[src/rtl/cacheline_adaptor_pkg.sv]
// Shared types and helpers for the cache-line / memory-burst adaptor.
package cacheline_adaptor_pkg;

    // Transaction phases: wait for a request, move beats, report completion.
    typedef enum logic [1:0] {
        IDLE,
        BURST,
        DONE
    } state_e;

    // Direction of the captured transaction.
    typedef enum logic {
        RD,
        WR
    } rw_e;

    // Bit offset of beat slot `idx` inside a line made of `beat_w`-bit beats.
    function automatic int slice_lsb(input int idx, input int beat_w);
        return idx * beat_w;
    endfunction

endpackage

[src/rtl/cacheline_burst_adaptor_if.sv]
// LLC-side line port plus memory-side beat port of the adaptor.
// The adaptor takes the slave view; the LLC/memory environment takes the master view.
interface cacheline_burst_adaptor_if #(
    parameter int LINE_W  = 256,
    parameter int BURST_W = 64,
    parameter int ADDR_W  = 32
) ();

    // LLC side
    logic [LINE_W-1:0]  line_i;
    logic [LINE_W-1:0]  line_o;
    logic [ADDR_W-1:0]  address_i;
    logic               read_i;
    logic               write_i;
    logic               resp_o;

    // Memory side
    logic [BURST_W-1:0] burst_i;
    logic [BURST_W-1:0] burst_o;
    logic [ADDR_W-1:0]  address_o;
    logic               read_o;
    logic               write_o;
    logic               resp_i;

    modport slave (
        input  line_i, address_i, read_i, write_i, burst_i, resp_i,
        output line_o, resp_o, burst_o, address_o, read_o, write_o
    );

    modport master (
        output line_i, address_i, read_i, write_i, burst_i, resp_i,
        input  line_o, resp_o, burst_o, address_o, read_o, write_o
    );

endinterface

[src/rtl/burst_beat_counter.sv]
// Beat slot index and beat count for one burst. The index starts at the loaded
// slot and wraps modulo BEATS; the count always starts at zero so `last_o`
// marks the final beat whatever the starting slot.
module burst_beat_counter #(
    parameter int BEATS  = 4,
    parameter int BIDX_W = $clog2(BEATS)
) (
    input  logic              clk,
    input  logic              reset,
    input  logic              load_i,
    input  logic [BIDX_W-1:0] start_i,
    input  logic              adv_i,
    output logic [BIDX_W-1:0] idx_o,
    output logic              last_o
);

    logic [BIDX_W-1:0] idx_q, idx_d;
    logic [BIDX_W-1:0] cnt_q, cnt_d;

    // Next index/count: a load restarts the burst, each accepted beat advances both.
    always_comb begin
        // NOTE: defaults first so every path assigns idx_d/cnt_d and no latch is inferred.
        idx_d = idx_q;
        cnt_d = cnt_q;
        if (load_i) begin
            idx_d = start_i;
            cnt_d = '0;
        end else if (adv_i) begin
            idx_d = idx_q + BIDX_W'(1);
            cnt_d = cnt_q + BIDX_W'(1);
        end
    end

    // Index/count registers with asynchronous clear.
    always_ff @(posedge clk or posedge reset) begin
        // NOTE: non-blocking assignments so every register updates together at the edge.
        if (reset) begin
            idx_q <= '0;
            cnt_q <= '0;
        end else begin
            idx_q <= idx_d;
            cnt_q <= cnt_d;
        end
    end

    assign idx_o  = idx_q;
    // BEATS is a power of two, so a count of BEATS-1 is all ones.
    assign last_o = &cnt_q;

endmodule

[src/rtl/cacheline_burst_adaptor.sv]
// Bridges a whole-line LLC port to a beat-wide burst memory port. Writes split
// the captured line into BEATS beats from slot 0; reads assemble BEATS beats
// into line_o, optionally starting at the addressed beat and wrapping.
module cacheline_burst_adaptor
    import cacheline_adaptor_pkg::*;
#(
    parameter int LINE_W          = 256,
    parameter int BURST_W         = 64,
    parameter int ADDR_W          = 32,
    parameter int CRIT_WORD_FIRST = 0
) (
    input logic                     clk,
    input logic                     reset,
    cacheline_burst_adaptor_if.slave bus
);

    localparam int BEATS  = LINE_W / BURST_W;
    localparam int BIDX_W = $clog2(BEATS);
    localparam int OFF_W  = $clog2(LINE_W / 8);
    localparam int BOFF_W = $clog2(BURST_W / 8);

    state_e              state_q;
    rw_e                 rw_q;
    logic [ADDR_W-1:0]   addr_q, addr_d;
    logic [BIDX_W-1:0]   start_d;
    logic [LINE_W-1:0]   wbuf_q;
    logic [LINE_W-1:0]   line_q;
    logic                read_q, write_q, resp_q;
    logic [BIDX_W-1:0]   idx;
    logic                last;
    logic                start;
    logic                accept;
    logic                unused_addr_bits;

    assign start  = (state_q == IDLE) && (bus.read_i || bus.write_i);
    assign accept = (state_q == BURST) && bus.resp_i;

    // Byte-offset bits below a beat never select anything.
    assign unused_addr_bits = ^bus.address_i[BOFF_W-1:0];

    // Memory address and first beat slot; only critical-word-first reads keep the beat offset.
    always_comb begin
        addr_d  = {bus.address_i[ADDR_W-1:OFF_W], {OFF_W{1'b0}}};
        start_d = '0;
        if (CRIT_WORD_FIRST != 0 && bus.read_i) begin
            addr_d  = {bus.address_i[ADDR_W-1:BOFF_W], {BOFF_W{1'b0}}};
            start_d = bus.address_i[OFF_W-1 -: BIDX_W];
        end
    end

    burst_beat_counter #(
        .BEATS  (BEATS),
        .BIDX_W (BIDX_W)
    ) u_beat_counter (
        .clk     (clk),
        .reset   (reset),
        .load_i  (start),
        .start_i (start_d),
        .adv_i   (accept),
        .idx_o   (idx),
        .last_o  (last)
    );

    // Write line buffer, captured on the request edge.
    always_ff @(posedge clk) begin
        // NOTE: wbuf_q is pure data, always loaded before it is driven out, so it carries no reset.
        if (start && !bus.read_i) begin
            wbuf_q <= bus.line_i;
        end
    end

    // Transaction FSM with registered strobes, address, completion pulse and read line.
    always_ff @(posedge clk or posedge reset) begin
        if (reset) begin
            state_q <= IDLE;
            rw_q    <= RD;
            addr_q  <= '0;
            line_q  <= '0;
            read_q  <= 1'b0;
            write_q <= 1'b0;
            resp_q  <= 1'b0;
        end else begin
            resp_q <= 1'b0;
            case (state_q)
                IDLE: begin
                    if (start) begin
                        state_q <= BURST;
                        rw_q    <= bus.read_i ? RD : WR;
                        addr_q  <= addr_d;
                        read_q  <= bus.read_i;
                        write_q <= !bus.read_i;
                    end
                end
                BURST: begin
                    if (bus.resp_i) begin
                        if (rw_q == RD) begin
                            line_q[slice_lsb(int'(idx), BURST_W) +: BURST_W] <= bus.burst_i;
                        end
                        if (last) begin
                            state_q <= DONE;
                            read_q  <= 1'b0;
                            write_q <= 1'b0;
                            resp_q  <= 1'b1;
                        end
                    end
                end
                DONE: begin
                    state_q <= IDLE;
                end
                default: begin
                    state_q <= IDLE;
                end
            endcase
        end
    end

    assign bus.line_o    = line_q;
    assign bus.resp_o    = resp_q;
    assign bus.address_o = addr_q;
    assign bus.read_o    = read_q;
    assign bus.write_o   = write_q;
    assign bus.burst_o   = write_q ? wbuf_q[slice_lsb(int'(idx), BURST_W) +: BURST_W] : '0;

endmodule

[src/flat_wrapper.sv]
// flat-port wrapper written by rule: the top's interface ports become plain ports
module cacheline_burst_adaptor_flat import cacheline_adaptor_pkg::*;
#(
    parameter int LINE_W          = 256,
    parameter int BURST_W         = 64,
    parameter int ADDR_W          = 32,
    parameter int CRIT_WORD_FIRST = 0
)
  (clk, reset, bus_line_i, bus_address_i, bus_read_i, bus_write_i, bus_burst_i, bus_resp_i, bus_line_o, bus_resp_o, bus_burst_o, bus_address_o, bus_read_o, bus_write_o);
  cacheline_burst_adaptor_if #(.LINE_W(LINE_W), .BURST_W(BURST_W), .ADDR_W(ADDR_W)) bus_i ();
  input logic clk;
  input logic reset;
  input wire logic [$bits(bus_i.line_i)-1:0] bus_line_i;
  input wire logic [$bits(bus_i.address_i)-1:0] bus_address_i;
  input wire logic [$bits(bus_i.read_i)-1:0] bus_read_i;
  input wire logic [$bits(bus_i.write_i)-1:0] bus_write_i;
  input wire logic [$bits(bus_i.burst_i)-1:0] bus_burst_i;
  input wire logic [$bits(bus_i.resp_i)-1:0] bus_resp_i;
  output wire logic [$bits(bus_i.line_o)-1:0] bus_line_o;
  output wire logic [$bits(bus_i.resp_o)-1:0] bus_resp_o;
  output wire logic [$bits(bus_i.burst_o)-1:0] bus_burst_o;
  output wire logic [$bits(bus_i.address_o)-1:0] bus_address_o;
  output wire logic [$bits(bus_i.read_o)-1:0] bus_read_o;
  output wire logic [$bits(bus_i.write_o)-1:0] bus_write_o;
  assign bus_i.line_i = bus_line_i;
  assign bus_i.address_i = bus_address_i;
  assign bus_i.read_i = bus_read_i;
  assign bus_i.write_i = bus_write_i;
  assign bus_i.burst_i = bus_burst_i;
  assign bus_i.resp_i = bus_resp_i;
  assign bus_line_o = bus_i.line_o;
  assign bus_resp_o = bus_i.resp_o;
  assign bus_burst_o = bus_i.burst_o;
  assign bus_address_o = bus_i.address_o;
  assign bus_read_o = bus_i.read_o;
  assign bus_write_o = bus_i.write_o;
  cacheline_burst_adaptor #(.LINE_W(LINE_W), .BURST_W(BURST_W), .ADDR_W(ADDR_W), .CRIT_WORD_FIRST(CRIT_WORD_FIRST)) u_core (.clk(clk), .reset(reset), .bus(bus_i));
endmodule
[config.mk]
export PLATFORM = sky130hd
export DESIGN_NAME = cacheline_burst_adaptor_flat
export DESIGN_NICKNAME = d
export VERILOG_FILES = /design/src/rtl/cacheline_adaptor_pkg.sv /design/src/rtl/cacheline_burst_adaptor_if.sv /design/src/rtl/burst_beat_counter.sv /design/src/rtl/cacheline_burst_adaptor.sv /design/src/flat_wrapper.sv
export SDC_FILE = /design/constraint.sdc
export NUM_CORES = 1
export LEC_CHECK = 0
export CAP_MARGIN = 20
export CORE_AREA = 2 2 276 278
export CTS_CLUSTER_SIZE = 24
export DETAILED_ROUTE_END_ITERATION = 8
export DIE_AREA = 0 0 278 280
export DONT_BUFFER_PORTS = 1
export SYNTH_ARGS = -nofsm -noshare
export SYNTH_HDL_FRONTEND = slang
export SYNTH_SLANG_ARGS = --single-unit
[constraint.sdc]
create_clock -name clk -period 31.1 [get_ports clk]
set_input_delay 6.22 -clock clk [delete_from_list [all_inputs] [get_ports clk]]
set_output_delay 6.22 -clock clk [all_outputs]
set_load 0.1 [all_outputs]
After elaboration in Yosys (flattened, before gate mapping)
Index checks and enable logic that the tools add are counted.
Cells by class
  add/subtract/negate cells: 3
  equality and inequality tests: 4
  shift operators: 3
  muxes and demuxes: 20
  bitwise gates (word level): 1
  reduce and logical (&&, ||, !) cells: 13
Operator list (number)
  $bwmux 256: 1
  $shift 64x33->256 const A: 1
  $shiftx 256x9->64: 1
  $shiftx 64x33->256: 1
  $mux 64: 1
  $neg 8->33: 1
  $mux 2: 7
  $mux 1: 8
  $reduce_and 3->1: 2
  $add 2x1->2 const B: 2
  $ne 2x1->1 const B: 2
  $pmux 1 s2: 2
  $pmux 2 s2: 1
  $reduce_and 2->1: 2
  $reduce_and 4->1: 1
  $reduce_bool 2->1: 2
  $logic_and 1x1->1: 3
  $eq 2x1->1 const B: 1
  $logic_not 2->1: 1
  $ne 2x2->1 const B: 1
  $logic_not 1->1: 1
  $logic_or 1x1->1: 1
  $not 1->1: 1
Storage, ports and cells
  flip-flop bits (word level): 549
  bits of input ports: 357
  output and inout bits: 355
  word-level logic and storage cells: 54

Longest topological paths before layout
  depth in word-level cells: 4
  mapped depth: 9
  mapped depth without buffers: 5

By module
Synthesis repeated with hierarchy kept, for this count alone.
Second synthesis, totals
  cell total of the unflattened synthesis: 1662
  area, all modules: 22150.0 µm²
By module, submodules not included
  cacheline_burst_adaptor: instances 1, cells each 1645, area each 21956.1 µm², seq. area each 14919.3 µm²
  burst_beat_counter: instances 1, cells each 17, area each 193.9 µm², seq. area each 100.1 µm²

Worst setup path before layout
No wires, ideal clock.
  path kind: in2reg
  from: input bus_read_i
  to: register u_core.rw_q
  setup time: 0.196 ns
  arrival: 32.092 ns
  required time: 30.904 ns
  slack: -1.188 ns
  stages on the path: 2
  buffers on the path: 0
  cells stage by stage: nor4_1 -> o21bai_1
On the way
  cells in the longest elaborated chain, start to end: 3
  elaborated cells between the ends (all ways): 4
  those cells by class: mux (1); reduce/logical (3)
RTL lines
  start: declaration: RTL line flat_wrapper.sv:15  | input wire logic [$bits(bus_i.read_i)-1:0] bus_read_i;
  $logic_or 1x1->1: RTL line cacheline_burst_adaptor.sv:35  | assign start = (state_q == IDLE) && (bus.read_i || bus.write_i);
  $logic_and 1x1->1: RTL line cacheline_burst_adaptor.sv:35
  $reduce_and 2->1 (no line)
  end signal: assignment: RTL line cacheline_burst_adaptor.sv:88  | rw_q <= bus.read_i ? RD : WR;
  end: declaration: RTL line cacheline_burst_adaptor.sv:23  | rw_e rw_q;
Several ways; a longest one is shown, not always the timed one.
A chain may end at the register's enable or synchronous reset.

Worst setup path after layout
  from: register u_core.u_beat_counter.idx_q[0] (netlist: u_core.u_beat_counter.idx_o[0])
  to: output bus_burst_o[0]
On the way
  cells in the longest elaborated chain, start to end: 2
RTL lines
  start: declaration: RTL line burst_beat_counter.sv:17  | logic [BIDX_W-1:0] idx_q, idx_d;
  start signal: assignment: RTL line burst_beat_counter.sv:41  | idx_q <= idx_d;
  $shiftx 256x9->64: RTL line cacheline_burst_adaptor.sv:122  | assign bus.burst_o = write_q ? wbuf_q[slice_lsb(int'(idx), BURST_W) +: BURST_W] : '0;
  $mux 64: RTL line cacheline_burst_adaptor.sv:122
  end: declaration: RTL line flat_wrapper.sv:21  | output wire logic [$bits(bus_i.burst_o)-1:0] bus_burst_o;
Every way passes these cells.

==> impl_metrics.env <==
export IMPL_status="finished clean"
export IMPL_start_kind="flop"
export IMPL_io_buffers=0
export IMPL_synth_commonest_cells="dfrtp_1 (293), inv_1 (264), edfxtp_1 (256), nand4_1 (256), o21ai_2 (240)"
export IMPL_netlist_area_mm2=0.0232
export IMPL_path_class="reg -> out"
export IMPL_crit_path_max_incr_delay_ns=0.90
export IMPL_cts_tree="done"
export IMPL_ant_nets=0
export IMPL_dpl_hpwl_um=46600
export IMPL_r2r_start="u_core.u_beat_counter.idx_o[0]"
export IMPL_syn_to_final_growth_pct=10.5
export IMPL_slew_headroom=0.238
export IMPL_end_kind="output port"
export IMPL_finish_utilization=0.341
export IMPL_worst_pin_slew_ns=1.14
export IMPL_dr_pass1_iters=5
export IMPL_antenna_found_initial=23
export IMPL_setup_violations=0
export IMPL_ys_ff_latch=549
export IMPL_place_inst=2525
export IMPL_synth_flop_cell="dfrtp_1"
export IMPL_gp_congestion=0.803
export IMPL_cts_buffers=57
export IMPL_synth_top_cell_by_area="edfxtp_1"
export IMPL_path_cells="buf_4 -> mux4_2 -> and2_1"
export IMPL_first_iter_violations=959
export IMPL_overflow=0
export IMPL_finalClockSkew_ns=0.0135
export IMPL_synth_area_leaders="edfxtp_1 (33%), dfrtp_1 (32%), o21ai_2 (9.1%)"
export IMPL_start_util=0.309
export IMPL_required_ns=24.88
export IMPL_vias_per_cell=5.23
export IMPL_route_detailed_drc=0
export IMPL_crit_fanout=38
export IMPL_clockBufferDepth=3
export IMPL_fmax_mhz=102
export IMPL_num_io_pins=712
export IMPL_clkLatencyLatePin_ns=0.61
export IMPL_drt_wl_total_um=68400
export IMPL_cap_violations=0
export IMPL_min_path_type="reg -> reg"
export IMPL_hp_start="u_core.rw_q"
export IMPL_cts_root_buf="clkbuf_16"
export IMPL_cts_setup_buffers=0
export IMPL_rows=101
export IMPL_rsz0062_at_grt="no"
export IMPL_syn_inst=1663
export IMPL_die_area_mm2=0.0778
export IMPL_die_w_um=278
export IMPL_synth_edf_count=256
export IMPL_crit_family="flip-flops"
export IMPL_die_height_um=280
export IMPL_track_usage=0.169
export IMPL_crit_buf_inv=1
export IMPL_grt_pass1_vias=14180
export IMPL_cp_slowest_cell="dfrtp_4"
export IMPL_place_area_mm2=0.0238
export IMPL_avgRoutedWirePerCell_um=26.0
export IMPL_fin_setup_tns_ns=0
export IMPL_crit_path_start="u_core.u_beat_counter.idx_o[0]"
export IMPL_core_mm2=0.0752
export IMPL_synthArstFlopShare=0.534
export IMPL_avgSynthCellArea_um2=13.9
export IMPL_synth_distinct_cells=38
export IMPL_hold_viol=0
export IMPL_clock_sinks=549
export IMPL_h_tree_depth=2
export IMPL_nFillCells=7239
export IMPL_grt_max_degree=205
export IMPL_final_nets=1969
export IMPL_yosysMostFrequentCell="dfrtp_1"
export IMPL_fin_cells=2634
export IMPL_finalCritPeriodShare=0.315
export IMPL_via_count=13775
export IMPL_yosysWarnings=0
export IMPL_layout_min_cycle_time_ns=9.79
export IMPL_final_area_mm2=0.0256
export IMPL_grt_pass1_wl_um=98300
export IMPL_maxSlewViolCount=0
export IMPL_yosysTopAreaCellShare=0.331
export IMPL_drive_gt1_frac=0.282
export IMPL_cts_hold_buf=0
export IMPL_cts_resized=0
export IMPL_cp_arrival_ns=3.57
export IMPL_ys_seq_area_frac=0.647
export IMPL_clkTransAtPathRegs_ns=0.06
==> logic make-up (layout without fill, tap and decap cells) <==
logic type | count (synthesis) | after routing | synth area share
fa+ha+maj | 6 | 6 | 0.00324
other cells | 1 | 10 | 0.000162
buf+inv | 407 | 391 | 0.0820
flops | 549 | 549 | 0.647
simple gates | 342 | 342 | 0.0941
mux | 93 | 93 | 0.0761
compound gates | 263 | 263 | 0.0962
xor+xnor | 2 | 2 | 0.000755
==> state kept, by name, summed over array words and instances, names as in the netlist <==
| signal | flops |
|---|---|
| u_core.bus.address_o | 27 |
| u_core.state_q | 2 |
| u_core.rw_q | 1 |
| u_core.wbuf_q | 256 |
| u_core.bus.write_o | 1 |
| u_core.u_beat_counter.cnt_q | 2 |
| u_core.bus.read_o | 1 |
| u_core.u_beat_counter.idx_o | 2 |
| u_core.bus.line_o | 256 |
| u_core.bus.resp_o | 1 |
==> final cells by class <==
type | instances | area, um^2 | share of cell area
Sequential cell | 549 | 15000 | 0.586
Timing Repair Buffer | 23 | 198 | 0.00771
Clock inverter | 24 | 199 | 0.00776
Clock buffer | 80 | 1620 | 0.0633
Tap cell | 978 | 1220 | 0.0477
Multi-Input combinational cell | 711 | 6350 | 0.248
Antenna cell | 5 | 12.5 | 0.000488
Inverter | 264 | 998 | 0.0390
==> worst min-delay path: stages (launching register included) <==
cell and delay (ns):
dfrtp_1 0.38, inv_1 0.05, o21bai_1 0.07
==> layer usage <==
metal	global-route usage	wire, um
met4	0.0631	2500
met5	0	48
met3	0.0578	6670
met1	0.191	24100
met2	0.295	35100
==> placed cells by master, fill, tap and decap left out, types with 2 or more instances in the layout <==
cell	count
nor4b_4	2
mux4_2	64
clkbuf_8	11
and2_1	64
clkbuf_1	12
clkbuf_16	57
and2_4	4
bufinv_16	2
inv_6	2
clkinv_2	13
inv_1	263
diode_2	5
o21ai_0	16
edfxtp_1	256
nand4_1	256
nor2_1	7
mux2i_1	2
o21ai_2	240
dfrtp_4	2
dfrtp_1	290
ha_2	4
buf_4	21
clkinv_1	2
a21oi_1	2
ha_1	2
mux2_2	27
conb_1	5
clkinvlp_4	3
buf_12	2
==> path summary, 6_finish.rpt <==
path / to / slack, ns / cells after the start
setup / recovery: bus_burst_o[0] / 21.31 / 3
hold / removal: u_core.rw_q / 0.54 / 2
setup reg to reg: u_core.bus.line_o[162] / 27.38 / 7
hold reg to reg: u_core.rw_q / 0.54 / 2
max in group asynchronous: u_core.u_beat_counter.idx_o[0] / 24.01 / 2
min in group asynchronous: u_core.bus.line_o[249] / 5.61 / 1
==> metrics by stage <==
step / setup WS, ns / hold slack, ns
global placement: 21.84 / 0.508
global route: 21.05 / 0.577
finish: 21.31 / 0.541
floorplan: 9.95 / 0.493
CTS: 21.15 / 0.545
detailed placement: 21.83 / 0.530
Power is not shown: default switching activity piles up to over one toggle a cycle in this logic, so the estimate is an artifact.
